[config.mk]
export PLATFORM = sky130hd
export DESIGN_NAME = uart_tx
export DESIGN_NICKNAME = d
export VERILOG_FILES = /design/src/rtl/uart_pkg.sv /design/src/rtl/uart_tx_fifo.sv /design/src/rtl/uart_tx.sv
export SDC_FILE = /design/constraint.sdc
export NUM_CORES = 1
export LEC_CHECK = 0
export BUFFER_PORTS_ARGS = -buffer_cell sky130_fd_sc_hd__buf_2
export CAP_MARGIN = 20
export CORE_MARGIN = 3
export CORE_UTILIZATION = 52
export DETAILED_ROUTE_END_ITERATION = 7
export PLACE_DENSITY = 0.81
export SYNTH_ARGS = -nofsm -noshare
export SYNTH_HDL_FRONTEND = slang
export SYNTH_SLANG_ARGS = --single-unit
[constraint.sdc]
create_clock -name clk -period 3.8 [get_ports clk]
set_clock_uncertainty 0.05 [all_clocks]
set_input_delay 0.19 -clock clk [delete_from_list [all_inputs] [get_ports clk]]
set_output_delay 0.19 -clock clk [all_outputs]
set_load 0.02 [all_outputs]
[src/rtl/uart_pkg.sv]
// uart_pkg: types and constants shared by the UART transmit and receive sides.
// The PARITY state exists only when UART_TX_PARITY_EN is defined.
package uart_pkg;

    localparam int UART_DATA_BITS  = 8;
    localparam int UART_OVERSAMPLE = 16;

    typedef enum logic [2:0] {
        IDLE   = 3'd0,
        START  = 3'd1,
        DATA   = 3'd2,
`ifdef UART_TX_PARITY_EN
        PARITY = 3'd4,
`endif
        STOP   = 3'd3
    } tx_state_t;

endpackage

[src/rtl/uart_tx_fifo.sv]
// uart_tx_fifo: byte FIFO with first-word fall-through read data.
// Pointers carry one extra wrap bit so full and empty can be told apart.
module uart_tx_fifo
    import uart_pkg::*;
#(
    parameter int DEPTH = 4
) (
    input  logic       clk,
    input  logic       reset_n,
    input  logic       wr_en,
    input  logic [7:0] wr_data,
    input  logic       rd_en,
    output logic [7:0] rd_data,
    output logic       full,
    output logic       empty
);

    localparam int AW = $clog2(DEPTH);

    logic [7:0]  mem [DEPTH];
    logic [AW:0] wr_ptr;
    logic [AW:0] rd_ptr;
    logic        do_wr;
    logic        do_rd;

    assign empty = (wr_ptr == rd_ptr);
    assign full  = (wr_ptr[AW] != rd_ptr[AW]) &&
                   (wr_ptr[AW-1:0] == rd_ptr[AW-1:0]);

    assign do_wr = wr_en && !full;
    assign do_rd = rd_en && !empty;

    assign rd_data = mem[rd_ptr[AW-1:0]];

    // Storage array; contents need no reset since empty masks them
    always_ff @(posedge clk) begin
        if (do_wr) begin
            mem[wr_ptr[AW-1:0]] <= wr_data;
        end
    end

    // Pointer advance; push and pop in one cycle both take effect
    always_ff @(posedge clk) begin
        if (!reset_n) begin
            wr_ptr <= '0;
            rd_ptr <= '0;
        end else begin
            if (do_wr) begin
                wr_ptr <= wr_ptr + 1'b1;
            end
            if (do_rd) begin
                rd_ptr <= rd_ptr + 1'b1;
            end
        end
    end

endmodule

[src/rtl/uart_tx.sv]
// uart_tx: FIFO-buffered byte serializer, start + 8 data LSB-first + stop.
// Define UART_TX_PARITY_EN to insert an even parity bit before stop.
module uart_tx
    import uart_pkg::*;
#(
    parameter int OVERSAMPLE = UART_OVERSAMPLE,
    parameter int DEPTH      = 4
) (
    input  logic       clk,
    input  logic       reset_n,
    input  logic [7:0] data,
    input  logic       valid,
    output logic       ready,
    output logic       tx,
    output logic       busy
);

    localparam int            BW        = $clog2(OVERSAMPLE);
    localparam logic [BW-1:0] BAUD_LAST = BW'(OVERSAMPLE - 1);
    localparam logic [2:0]    LAST_BIT  = 3'(UART_DATA_BITS - 1);

    tx_state_t                 state;
    logic [BW-1:0]             baud_cnt;
    logic [2:0]                bit_idx;
    logic [UART_DATA_BITS-1:0] shift;
    logic                      live;
`ifdef UART_TX_PARITY_EN
    logic                      parity;
`endif

    logic       full;
    logic       empty;
    logic       push;
    logic       pop;
    logic       baud_end;
    logic [7:0] head;

    assign baud_end = (baud_cnt == BAUD_LAST);
    assign ready    = live && !full;
    assign push     = valid && ready;
    assign busy     = (state != IDLE) || !empty;

    uart_tx_fifo #(
        .DEPTH (DEPTH)
    ) u_fifo (
        .clk     (clk),
        .reset_n (reset_n),
        .wr_en   (push),
        .wr_data (data),
        .rd_en   (pop),
        .rd_data (head),
        .full    (full),
        .empty   (empty)
    );

    // Pop when leaving IDLE or when chaining a frame straight out of STOP
    always_comb begin
        pop = 1'b0;
        unique case (state)
            IDLE:    pop = !empty;
            STOP:    pop = baud_end && !empty;
            default: pop = 1'b0;
        endcase
    end

    // Hold ready low through reset, release once reset is sampled high
    always_ff @(posedge clk) begin
        if (!reset_n) begin
            live <= 1'b0;
        end else begin
            live <= 1'b1;
        end
    end

    // Frame sequencer; tx is registered with the value of the next bit
    always_ff @(posedge clk) begin
        if (!reset_n) begin
            state    <= IDLE;
            baud_cnt <= '0;
            bit_idx  <= '0;
            shift    <= '0;
            tx       <= 1'b1;
`ifdef UART_TX_PARITY_EN
            parity   <= 1'b0;
`endif
        end else begin
            unique case (state)
                IDLE: begin
                    baud_cnt <= '0;
                    tx       <= 1'b1;
                    if (!empty) begin
                        shift <= head;
`ifdef UART_TX_PARITY_EN
                        parity <= ^head;
`endif
                        state <= START;
                        tx    <= 1'b0;
                    end
                end
                START: begin
                    baud_cnt <= baud_cnt + 1'b1;
                    if (baud_end) begin
                        state   <= DATA;
                        bit_idx <= '0;
                        tx      <= shift[0];
                    end
                end
                DATA: begin
                    baud_cnt <= baud_cnt + 1'b1;
                    if (baud_end) begin
                        shift   <= shift >> 1;
                        bit_idx <= bit_idx + 3'd1;
                        if (bit_idx == LAST_BIT) begin
`ifdef UART_TX_PARITY_EN
                            state <= PARITY;
                            tx    <= parity;
`else
                            state <= STOP;
                            tx    <= 1'b1;
`endif
                        end else begin
                            tx <= shift[1];
                        end
                    end
                end
`ifdef UART_TX_PARITY_EN
                PARITY: begin
                    baud_cnt <= baud_cnt + 1'b1;
                    if (baud_end) begin
                        state <= STOP;
                        tx    <= 1'b1;
                    end
                end
`endif
                STOP: begin
                    baud_cnt <= baud_cnt + 1'b1;
                    if (baud_end) begin
                        if (!empty) begin
                            shift <= head;
`ifdef UART_TX_PARITY_EN
                            parity <= ^head;
`endif
                            state <= START;
                            tx    <= 1'b0;
                        end else begin
                            state <= IDLE;
                            tx    <= 1'b1;
                        end
                    end
                end
                default: begin
                    state <= IDLE;
                    tx    <= 1'b1;
                end
            endcase
        end
    end

endmodule

======== Word level (Yosys, flattened, before mapping) ========
Memories as Yosys holds them, arrays and structs flattened. A register that Yosys moved wholly into a read port is not among the register bits.
Index checks and enable logic that the tools add are counted.
storage, ports and cells
  register bits ........................... 26
  bits in latches ......................... 0
  RAM bits ................................ 32
  memory bits (read-only) ................. 0
  input port bits ......................... 11
  output and inout bits ................... 3
  word-level logic and storage cells ...... 72
  memories ................................ 1
memory list
  name        depth  bits a word  rd ports  clocked after Yosys merged registers in  write ports  line                text
  u_fifo.mem  4      8            1         1                                        1            uart_tx_fifo.sv:20  logic [7:0] mem [DEPTH];
cells by class
  add/subtract/negate cells ............... 4
  multipliers ............................. 0
  div/mod/pow operators ................... 0
  $lt $le $gt $ge ......................... 0
  equality and inequality tests ........... 13
  shift operators ......................... 0
  mux-type cells .......................... 27
  bitwise gates (word level) .............. 0
  reduce and logical (&&, ||, !) cells .... 19
operator list
  cell                   count
  $mux W8                3
  $pmux W8 S3            1
  $mux W3                7
  $pmux W3 S4            1
  $ne A2 B2 Y1 const B   5
  $add A3 B1 Y3 const B  3
  $mux W1                9
  $reduce_and A3 Y1      3
  $pmux W4 S2            1
  $eq A3 B2 Y1 const B   2
  $logic_and A1 B1 Y1    6
  $pmux W3 S2            1
  $reduce_bool A3 Y1     2
  $reduce_and A5 Y1      1
  $add A4 B1 Y4 const B  1
  $eq A4 B4 Y1 const B   1
  $mux W2                2
  $pmux W1 S4            1
  $reduce_bool A2 Y1     2
  $eq A3 B1 Y1 const B   1
  $eq A3 B3 Y1           1
  $eq A3 B3 Y1 const B   1
  $logic_not A3 Y1       1
  $reduce_or A3 Y1       1
  other kinds (5)        6

======== Logic depth before layout (Yosys ltp) ========
Gate-level depths: netlist of run 1.
  word-level depth ........................ 8
  depth in mapped cells ................... 8
  mapped depth without buffers ............ 6

======== Cells and area by module ========
From an unflattened synthesis of run 1, not the netlist that was laid out.
second synthesis, totals
  cells, all modules ...................... 217
  area total of the unflattened synthesis .. 2731.4 µm²
by module, submodules not included
  module        instances  cells an instance  area each (µm²)
  uart_tx_fifo  1          110                1724.2
  uart_tx       1          107                1007.2

======== Least setup slack after synthesis of run 1 ========
No wires, ideal clock.
  path type ............................... reg2reg
  start point ............................. register state[0]
  end point ............................... register state[0]
  library setup time ...................... 116 ps
  arrival ................................. 1538 ps
  required time ........................... 3634 ps
  slack ................................... 2096 ps
  stages on the path, launching flop included .. 8
  buffers on the path ..................... 1
  period minus slack after synthesis ...... 1704 ps
  cell sequence ........................... dfxtp_1 inv_1 ha_1 buf_6 nor3_1 nor2_1 a2111o_1 o211a_1
between the ends
  word-level cells in the longest chain between the ends .. 3
RTL lines
  item                                        line            text
  start: declaration                          uart_tx.sv:22   tx_state_t state;
  start signal: assignment                    uart_tx.sv:78   state <= IDLE;
  start signal: assignment                    uart_tx.sv:96   state <= START;
  start signal: assignment                    uart_tx.sv:103  state <= DATA;
  $eq A3 B2 Y1, or another cell as far along  uart_tx.sv:87   unique case (state)
  $ne A2 B2 Y1 (no source line)               n/a
  $reduce_and A5 Y1 (no source line)          n/a
Several ways; a longest one is shown, not always the timed one.
A chain may end at the register's enable or synchronous reset.

======== Final worst setup path of run 1 ========
  start point ............................. register state[0]
  end point ............................... register tx
between the ends
  word-level cells in the longest chain between the ends .. 3
RTL lines
  item                                                 line            text
  $eq A3 B1 Y1 / $eq A3 B2 Y1 (equally long branches)  uart_tx.sv:87
  $ne A2 B2 Y1 (no source line)                        n/a
  $reduce_and A3 Y1 (no source line)                   n/a
  end signal: assignment                               uart_tx.sv:105  tx <= shift[0];
  end signal: assignment                               uart_tx.sv:122  tx <= shift[1];
  end: declaration                                     uart_tx.sv:14   output logic tx,
Several ways; a longest one is shown, not always the timed one.

==> impl_metrics.tcl, run 1 <==
set metrics [dict create \
    combPwrFrac_pct 27.2 \
    postCtsHoldBufs 0 \
    synth_cells 181 \
    io_pins 14 \
    max_stage_delay_ns 0.64 \
    start_kind "register" \
    drc 0 \
    avgSynthCellArea_um2 14.2 \
    crit_type "reg2reg" \
    path_cells "inv_1 -> ha_1 -> nor3_1 -> nor2_1 -> mux2i_1 -> o311ai_0" \
    n_antenna_cell 0 \
    gr-total-overflow 0 \
    worstMarginPinSlew_ns 0.741 \
    met3_length_um 166 \
    final_hold_viol_count 0 \
    ys_types 41 \
    p_leak_nw 1.06 \
    die_h_um 76.3 \
    crit_fanout 20 \
    rsz0062_at_grt "false" \
    hold_start "data[4]" \
    wire_per_inst_um 16.2 \
    syn_area_um2 2570 \
    first_pass_iters 6 \
    p_int_w 0.00127 \
    p_sw_w 0.000565 \
    wirelength_um 4370 \
    ys_ff_latch 59 \
    grt_max_degree 21 \
    period_share_pct 54.9 \
    switching_share_pct 30.8 \
    rows 24 \
    top_layer_used "met4" \
    antenna_left 0 \
    port_buffers 13 \
    wl_met1_um 1880 \
    clkPwrFrac_pct 29.7 \
    coreArea_um2 4560 \
    synth_nets 205 \
    slowest_stage "ha_1" \
    crit_family "adder cells" \
    gp_congestion 0.791 \
    synthArstFlopShare_pct 0 \
    crit_path_end_kind "register" \
    setup-violations-final 0 \
    start_util_pct 56.3 \
    dpl_worst_slack_ns 1.73 \
    startpoint "state[0]$_SDFFE_PN0P_" \
    cts_tree "yes" \
    cts.sink_count 59 \
    drive_above_1_share_pct 23.4 \
    clockRootBuffer "clkbuf_8" \
    max_freq_mhz 479 \
    grt_usage_pct 17.0 \
    grt_pass1_vias 1549 \
    critPathBufInv 1 \
    fin_ws_ns 1.71 \
    synthTopCellsByCount "edfxtp_1, dfxtp_1, ha_1, nor2_1, nand2_1" \
    clock_latency_ns 0.34 \
    yosys_most_used_dff "edfxtp_1" \
    viasPerCell 5.54 \
    grt_pass1_wl_um 7530 \
    wl_met2_um 2230 \
    cts_max_level 3 \
    yosysWarnings 0 \
    status "completed" \
    cp.required_ns 3.95 \
    hp-class "in2reg" \
    dieArea_um2 5820 \
    cap_violations 0 \
    cts_buffers 9 \
    synth-edff-count 32 \
    cts.path.max_buffers 2 \
    p_per_area_nw_per_um2 637 \
    area.growth.synth_to_final_pct 12.0 \
    chipWidth_um 76.3 \
    fin_nets 224 \
    postCtsSetupBuffers 0 \
    relSlewSlack_pct 50.6 \
    cts.clk_slew.worst_paths_ns 0.07 \
    synth_area_leaders "edfxtp_1, dfxtp_1, ha_1" \
    p_seq_share_pct 43.0 \
    fill_cells 352 \
    synth_seq_area_share_pct 58.5 \
    cp.arrival_ns 2.24 \
    cts_resized 0 \
    first_iter_violations 68 \
    finalMaxSlewViolations 0 \
    min_period_ns 2.09 \
    vias 1496 \
    yosys.area.top_type "edfxtp_1" \
    peakVddDrop_mv 0.369 \
    rr_startpoint "state[0]$_SDFFE_PN0P_" \
    netlist.area_leader.share_pct 37.4 \
    antenna_found_initial 0 \
    timing.setup.tns_ns 0 \
    dp_hpwl_um 3050 \
    yosysMostFrequentCell "edfxtp_1" \
]
## cell families after synthesis
| logic type | count (synthesis) | synth area share (%) |
|---|---|---|
| simple gates | 41 | 7.50 |
| fa+ha+maj | 13 | 6.33 |
| flops | 59 | 58.5 |
| mux | 19 | 11.8 |
| buf+inv | 13 | 2.53 |
| xor+xnor | 9 | 3.65 |
| compound gates | 27 | 9.74 |
## area by class of cell
cell class	count	area [um^2]	area share, %
Clock buffer	9	124	4.31
Inverter	7	26.3	0.913
Multi-Input combinational cell	109	1000	34.8
Clock inverter	7	68.8	2.39
Timing Repair Buffer	14	72.6	2.52
Sequential cell	59	1500	52.2
Tap cell	65	81.3	2.83
## state kept, by name, indices dropped and copies added, names as in the netlist, named ones only
register / cells
u_fifo.rd_ptr: 3
u_fifo.mem: 32
bit_idx: 3
live: 1
u_fifo.wr_ptr: 3
shift: 8
baud_cnt: 4
state: 2
tx: 1
## layout by cell type (no fill, tap or decap), drive strengths merged, types with 2 or more instances in the layout
| master | count |
|---|---|
| o211a | 2 |
| nand2b | 3 |
| inv | 6 |
| clkinvlp | 3 |
| clkinv | 4 |
| dfxtp | 27 |
| edfxtp | 32 |
| o21ai | 3 |
| xnor2 | 7 |
| a32oi | 2 |
| xor2 | 2 |
| a31oi | 2 |
| mux2 | 7 |
| mux4 | 8 |
| nor2 | 13 |
| and3 | 2 |
| nand2 | 11 |
| clkbuf | 9 |
| and2 | 3 |
| nand3 | 5 |
| a22o | 7 |
| buf | 14 |
| mux2i | 4 |
| ha | 13 |
## metal layers
layer / GRT usage, % / vias to the layer above
met5: 0 / -
met4: 9.60 / 0
met3: 4.02 / 11
met2: 28.4 / 31
met1: 20.3 / 732
li1: - / 722
## per-stage QoR
step	power, W	hold slack, ns	std cells	cell area [um^2]	utilization (%)
after detailed placement	0.00130	0.357	253	2680	58.6
after CTS	0.00184	0.00182	269	2870	62.9
after floorplan	0.00120	0.168	181	2570	-
after global routing	0.00194	0.00812	270	2880	63.0
final	0.00183	0.00806	270	2880	63.0
after global placement	0.00127	0.350	253	2680	58.6
## path summary, 6_finish.rpt
| check | cells past startpoint | to | slack (ns) |
|---|---|---|---|
| worst max-delay path | 6 | tx$_SDFFE_PN1P_ | 1.71 |
| worst min-delay path | 1 | u_fifo.mem[2][4]$_DFFE_PP_ | 0.008 |
| worst max register to register | 6 | tx$_SDFFE_PN1P_ | 1.71 |
| worst min register to register | 1 | baud_cnt[0]$_SDFFE_PN0P_ | 0.40 |
## power groups by stage
stage	sequential, W	combinational (W)	clock (W)
after floorplan	0.000781	0.000419	0
after global placement	0.000798	0.000471	0
after detailed placement	0.000803	0.000495	0
after CTS	0.000790	0.000499	0.000551
after global routing	0.000798	0.000557	0.000587
final	0.000789	0.000499	0.000545
Power figures use the tool's default switching activity.
==> inputs of run 2 (changes only) <==
ABC_AREA = 1   (was default)
PLACE_DENSITY = 0.8   (was 0.81)
clock period = 2.06 ns   (was 3.8 ns; I/O delays follow)
==> run 2 against run 1 <==
Via count up 32%. Power up 130%. Largest power group is now combinational cells. Largest cell class unchanged. Hold slack better by 0.40 ns. Critical path depth up 2. Die area up 4.0%. Fmax up 15%. Non-clock buffer count up 15. Clock power up 120%. Design area up 9.4%.
==> impl_metrics.tcl, run 2 <==
set metrics [dict create \
    status "completed" \
    vias 1979 \
    antenna_found_initial 0 \
    worstMarginPinSlew_ns 0.515 \
    wl_met1_um 2390 \
    met3_length_um 235 \
    final_cell_mix "nand2_1, nor2_1, edfxtp_1" \
    timing.setup.tns_ns 0 \
    setup-violations-final 0 \
    port_buffers 13 \
    drc 0 \
    cts_buffers 9 \
    netlist.area_leader.share_pct 35.8 \
    first_iter_violations 191 \
    cts.path.max_buffers 2 \
    top_layer_used "met4" \
    dieArea_um2 6050 \
    rsz0062_at_grt "false" \
    fin_nets 351 \
    viasPerCell 4.96 \
    p_per_area_nw_per_um2 1330 \
    clockRootBuffer "clkbuf_8" \
    synth_nets 318 \
    cts.clk_slew.worst_paths_ns 0.07 \
    rows 25 \
    antenna_left 0 \
    start_util_pct 55.3 \
    yosysMostFrequentCell "nand2_1" \
    path_cells "inv_1 -> ha_1 -> o21ai_2 -> o21ai_2 -> nor3_2 -> nand2_1 -> nand2_1 -> nor2_1" \
    startpoint "state[0]$_SDFFE_PN0P_" \
    die_h_um 77.8 \
    crit_type "reg2reg" \
    fin_util_pct 64.9 \
    cts.sink_count 59 \
    cts_tree "yes" \
    period_share_pct 88.1 \
    crit_fanout 7 \
    synth_cells 294 \
    io_pins 14 \
    finalMaxSlewViolations 0 \
    start_kind "register" \
    wire_per_inst_um 13.8 \
    grt_pass1_wl_um 9210 \
    fill_cells 375 \
    grt_max_degree 17 \
    relSlewSlack_pct 65.6 \
    slowest_stage "dfxtp_1" \
    yosys_most_used_dff "edfxtp_1" \
    gp_congestion 0.809 \
    drive_above_1_share_pct 14.5 \
    wl_met2_um 2730 \
    critPathBufInv 1 \
    first_pass_iters 6 \
    peakVddDrop_mv 0.846 \
    coreArea_um2 4850 \
    hp-class "reg2reg" \
    synthTopCellsByCount "nand2_1, nor2_1, edfxtp_1, dfxtp_1, inv_1" \
    wirelength_um 5490 \
    cp.arrival_ns 2.01 \
    p_leak_nw 1.33 \
    grt_pass1_vias 2047 \
    synth_area_leaders "edfxtp_1, dfxtp_1, nand2_1" \
    crit_family "simple AND/OR/NAND/NOR gates" \
    avgSynthCellArea_um2 9.12 \
    yosys.area.top_type "edfxtp_1" \
    postCtsSetupBuffers 0 \
    max_freq_mhz 551 \
    area.growth.synth_to_final_pct 17.4 \
    final_common_cell "nand2_1" \
    n_antenna_cell 0 \
    cap_violations 0 \
    hold_start "baud_cnt[0]$_SDFFE_PN0P_" \
    crit_path_end_kind "register" \
    yosysWarnings 0 \
    cts_max_level 3 \
    final_hold_viol_count 0 \
    synthArstFlopShare_pct 0 \
    ys_ff_latch 59 \
    dpl_cell_area_um2 2820 \
    synth_seq_area_share_pct 56.0 \
    syn_area_um2 2680 \
    power.total_w 0.00419 \
    fin_area_um2 3150 \
    ys_types 27 \
    gr-total-overflow 0 \
    dp_hpwl_um 3440 \
    clock_latency_ns 0.34 \
    max_stage_delay_ns 0.42 \
    grt_usage_pct 20.1 \
    synth-edff-count 32 \
    cp.required_ns 2.25 \
    hold_ws_ns 0.412 \
    largest_reg_flops 32 \
    chipWidth_um 77.8 \
    min_period_ns 1.81 \
    rr_startpoint "state[0]$_SDFFE_PN0P_" \
]
-- run 2: changes by cell type in the layout (fill, tap and decap cells not counted), sizes merged, moves of 10 or more --
cell,delta
nand2,+49
a21oi,+11
nor2,+44
dlygate4sd3,+10
inv,+26
o21ai,+32
-- run 2: logic make-up after synthesis --
kind of cell	count (synthesis)	synth area share, %
simple gates	131	20.8
flops	59	56.0
compound gates	50	9.89
buf+inv	38	6.30
fa+ha+maj	13	6.07
xor+xnor	3	0.980
-- run 2: path summary, 6_finish.rpt --
path / endpoint / slack (ns) / depth (start not counted)
max: state[1]$_SDFFE_PN0P_ / 0.25 / 8
min reg2reg: baud_cnt[0]$_SDFFE_PN0P_ / 0.41 / 1
min: baud_cnt[0]$_SDFFE_PN0P_ / 0.41 / 1
max reg2reg: state[1]$_SDFFE_PN0P_ / 0.25 / 8
-- run 2: stage by stage --
stage / std cells / setup slack, ns
3_3_place_gp: 373 / 0.385
5_1_grt: 399 / 0.121
2_1_floorplan: 294 / 0.208
4_1_cts: 399 / 0.264
3_5_place_dp: 373 / 0.264
6_report: 399 / 0.245
-- run 2: cell type report --
class	instances	area [um^2]	share of cell area, %
Sequential cell	59	1500	47.7
Multi-Input combinational cell	197	1010	32.1
Timing Repair Buffer	29	210	6.68
Clock buffer	9	124	3.94
Inverter	31	116	3.70
Clock inverter	7	100	3.18
Tap cell	67	83.8	2.66
-- run 2: layer usage --
metal  up-vias  GRT usage, %
li1       1023             -
met1       903          23.1
met2        40          32.6
met3        13          6.15
met4         0          12.1
met5         -             0
-- run 2: repair_timing --
item                      in CTS  in global routing
hold buffers                  10                  0
hold endpoints to repair      34                  0
gates resized for setup        0                  0
-- run 2: power by group --
| part | total [W] | switching (W) | internal [W] | leakage, nW |
|---|---|---|---|---|
| Clock | 0.00120 | 0.000506 | 0.000691 | 0.114 |
| Sequential | 0.00149 | 0.0000958 | 0.00140 | 0.512 |
| Combinational | 0.00150 | 0.000989 | 0.000506 | 0.701 |
-- run 2: worst register-to-register path: stages, from the launching register on --
cell and delay (ns):
dfxtp_1 0.42, inv_1 0.09, ha_1 0.30, o21ai_2 0.27
o21ai_2 0.14, nor3_2 0.26, nand2_1 0.09, nand2_1 0.06
nor2_1 0.04
==> inputs of run 3 (changes only) <==
PLACE_DENSITY = 0.83   (was 0.8)
clock period = 1.6 ns   (was 2.06 ns; I/O delays follow)
==> run 3 against run 2 <==
Register-to-register slack worse by 0.15 ns. Via count is 3.0% higher. Largest cell class unchanged. Clock-buffer cell count stayed put. Largest power group unchanged. Die area stayed put. Sequential share of layout area is 0.65 points lower. Hold slack better by 0.0052 ns. Non-clock buffer count is 4 higher.
==> impl_metrics.tcl, run 3 (synthesis results as in run 2) <==
set metrics [dict create \
    status "completed" \
    max_freq_mhz 659 \
    viasPerCell 5.04 \
    crit_type "reg2out" \
    min_period_ns 1.52 \
    drive_above_1_share_pct 21.4 \
    wire_per_inst_um 13.8 \
    fin_area_um2 3220 \
    grt_usage_pct 19.3 \
    n_antenna_cell 0 \
    final_hold_viol_count 0 \
    cts_buffers 9 \
    drc 0 \
    first_pass_iters 4 \
    hp-class "reg2reg" \
    peakVddDrop_mv 0.871 \
    chipWidth_um 77.8 \
    gp_congestion 0.864 \
    grt_use_met1_pct 25.6 \
    vias 2038 \
    fin_nets 356 \
    largest_reg_flops 32 \
    cts.path.max_buffers 2 \
    port_buffers 13 \
    dp_hpwl_um 3370 \
    cts_max_level 3 \
    relSlewSlack_pct 68.7 \
    coreArea_um2 4850 \
    finalMaxSlewViolations 0 \
    grt_max_degree 17 \
    io_pins 14 \
    cts.sink_count 59 \
    cts_tree "yes" \
    final_cell_mix "nand2_1, nor2_1, edfxtp_1" \
    start_kind "register" \
    clock_latency_ns 0.34 \
    gr-usage-met2_pct 29.0 \
    grt_pass1_vias 1881 \
    die_h_um 77.8 \
    power.total_w 0.00520 \
    area.growth.synth_to_final_pct 20.0 \
    hold_ws_ns 0.417 \
    dpl_worst_slack_ns 0.0177 \
    rows 25 \
    start_util_pct 55.3 \
    final_common_cell "nand2_1" \
    cts.clk_slew.worst_paths_ns 0.07 \
    clockRootBuffer "clkbuf_8" \
    gr-usage-met3_pct 4.41 \
    crit_fanout 6 \
    cap_violations 0 \
    grt_pass1_wl_um 8940 \
    cp.required_ns 1.47 \
    antenna_found_initial 0 \
    p_per_area_nw_per_um2 1620 \
    dpl_cell_area_um2 2860 \
    grt_busiest_layer "met2" \
    worstMarginPinSlew_ns 0.469 \
    wirelength_um 5560 \
    cp.arrival_ns 1.39 \
    period_share_pct 94.8 \
    antenna_left 0 \
    setup-violations-final 0 \
    crit_path_end_kind "primary output" \
    fin_ws_ns 0.0836 \
    dieArea_um2 6050 \
    first_iter_violations 170 \
    gr-total-overflow 0 \
    p_leak_nw 1.32 \
]
==> run 3: changes by cell type in the layout (fill, tap and decap cells not counted), moves of 4 or more <==
cell | before | now
buf_4 | 6 | 10
nand2_2 | 3 | 7
nor2_4 | 2 | 6
nor2_1 | 55 | 51
dfxtp_1 | 27 | 21
dfxtp_2 | 0 | 4
nand2_1 | 56 | 52
==> run 3: final cells by class <==
| cell class | instances | area [um^2] |
|---|---|---|
| fill | 352 | 1630 |
| sequential | 59 | 1510 |
| multi-input combinational | 198 | 1080 |
| timing repair buffer | 33 | 240 |
| clock buffer | 9 | 124 |
| inverter | 31 | 116 |
| tap | 67 | 83.8 |
| clock inverter | 7 | 55.1 |
==> run 3: power by group <==
group | internal [W] | switching, W
combinational | 0.000742 | 0.00132
sequential | 0.00180 | 0.000118
clock | 0.000568 | 0.000653
==> run 3: worst paths after layout <==
path                                                    start                    endpoint  slack, ns  cells after the start
worst max-delay path            u_fifo.wr_ptr[1]$_SDFFE_PN0P_                        busy       0.08                      8
worst min-delay path                 baud_cnt[0]$_SDFFE_PN0P_    baud_cnt[0]$_SDFFE_PN0P_       0.42                      1
worst max register to register  u_fifo.wr_ptr[1]$_SDFFE_PN0P_  u_fifo.mem[3][2]$_DFFE_PP_       0.10                      8
worst min register to register       baud_cnt[0]$_SDFFE_PN0P_    baud_cnt[0]$_SDFFE_PN0P_       0.42                      1
==> run 3: per-layer routing <==
metal  wire, um  vias to the layer above  share of wire [%]
met5          0                        -                  0
met4         88                        0                1.6
met3        308                        8                5.5
met2       2630                       56                 47
met1       2530                      937                 46
li1           -                     1037                  -
==> run 3: critical path, stage by stage (launching register included) <==
cell	delay, ns
dfxtp_4	0.36
inv_2	0.08
nand2_2	0.06
nand2_2	0.05
buf_4	0.11
nand3_4	0.10
inv_2	0.08
nand2_1	0.04
buf_2	0.15
==> run 3: repair_timing <==
item                       CTS  global route
pin swaps                    1             5
hold buffers                10             0
buffers inserted             0             4
gates resized for setup      2            17
hold endpoints to repair    35             0
setup endpoints to repair    3            52
cloned                       0             1
==> run 3: per-stage QoR <==
step                TNS, ns  utilization, %  cells
detailed placement        0            58.9    373
global route        -0.0108            66.3    404
finish                    0            66.3    404
floorplan                 0               -    294
global placement          0            58.9    373
CTS                       0            64.7    399
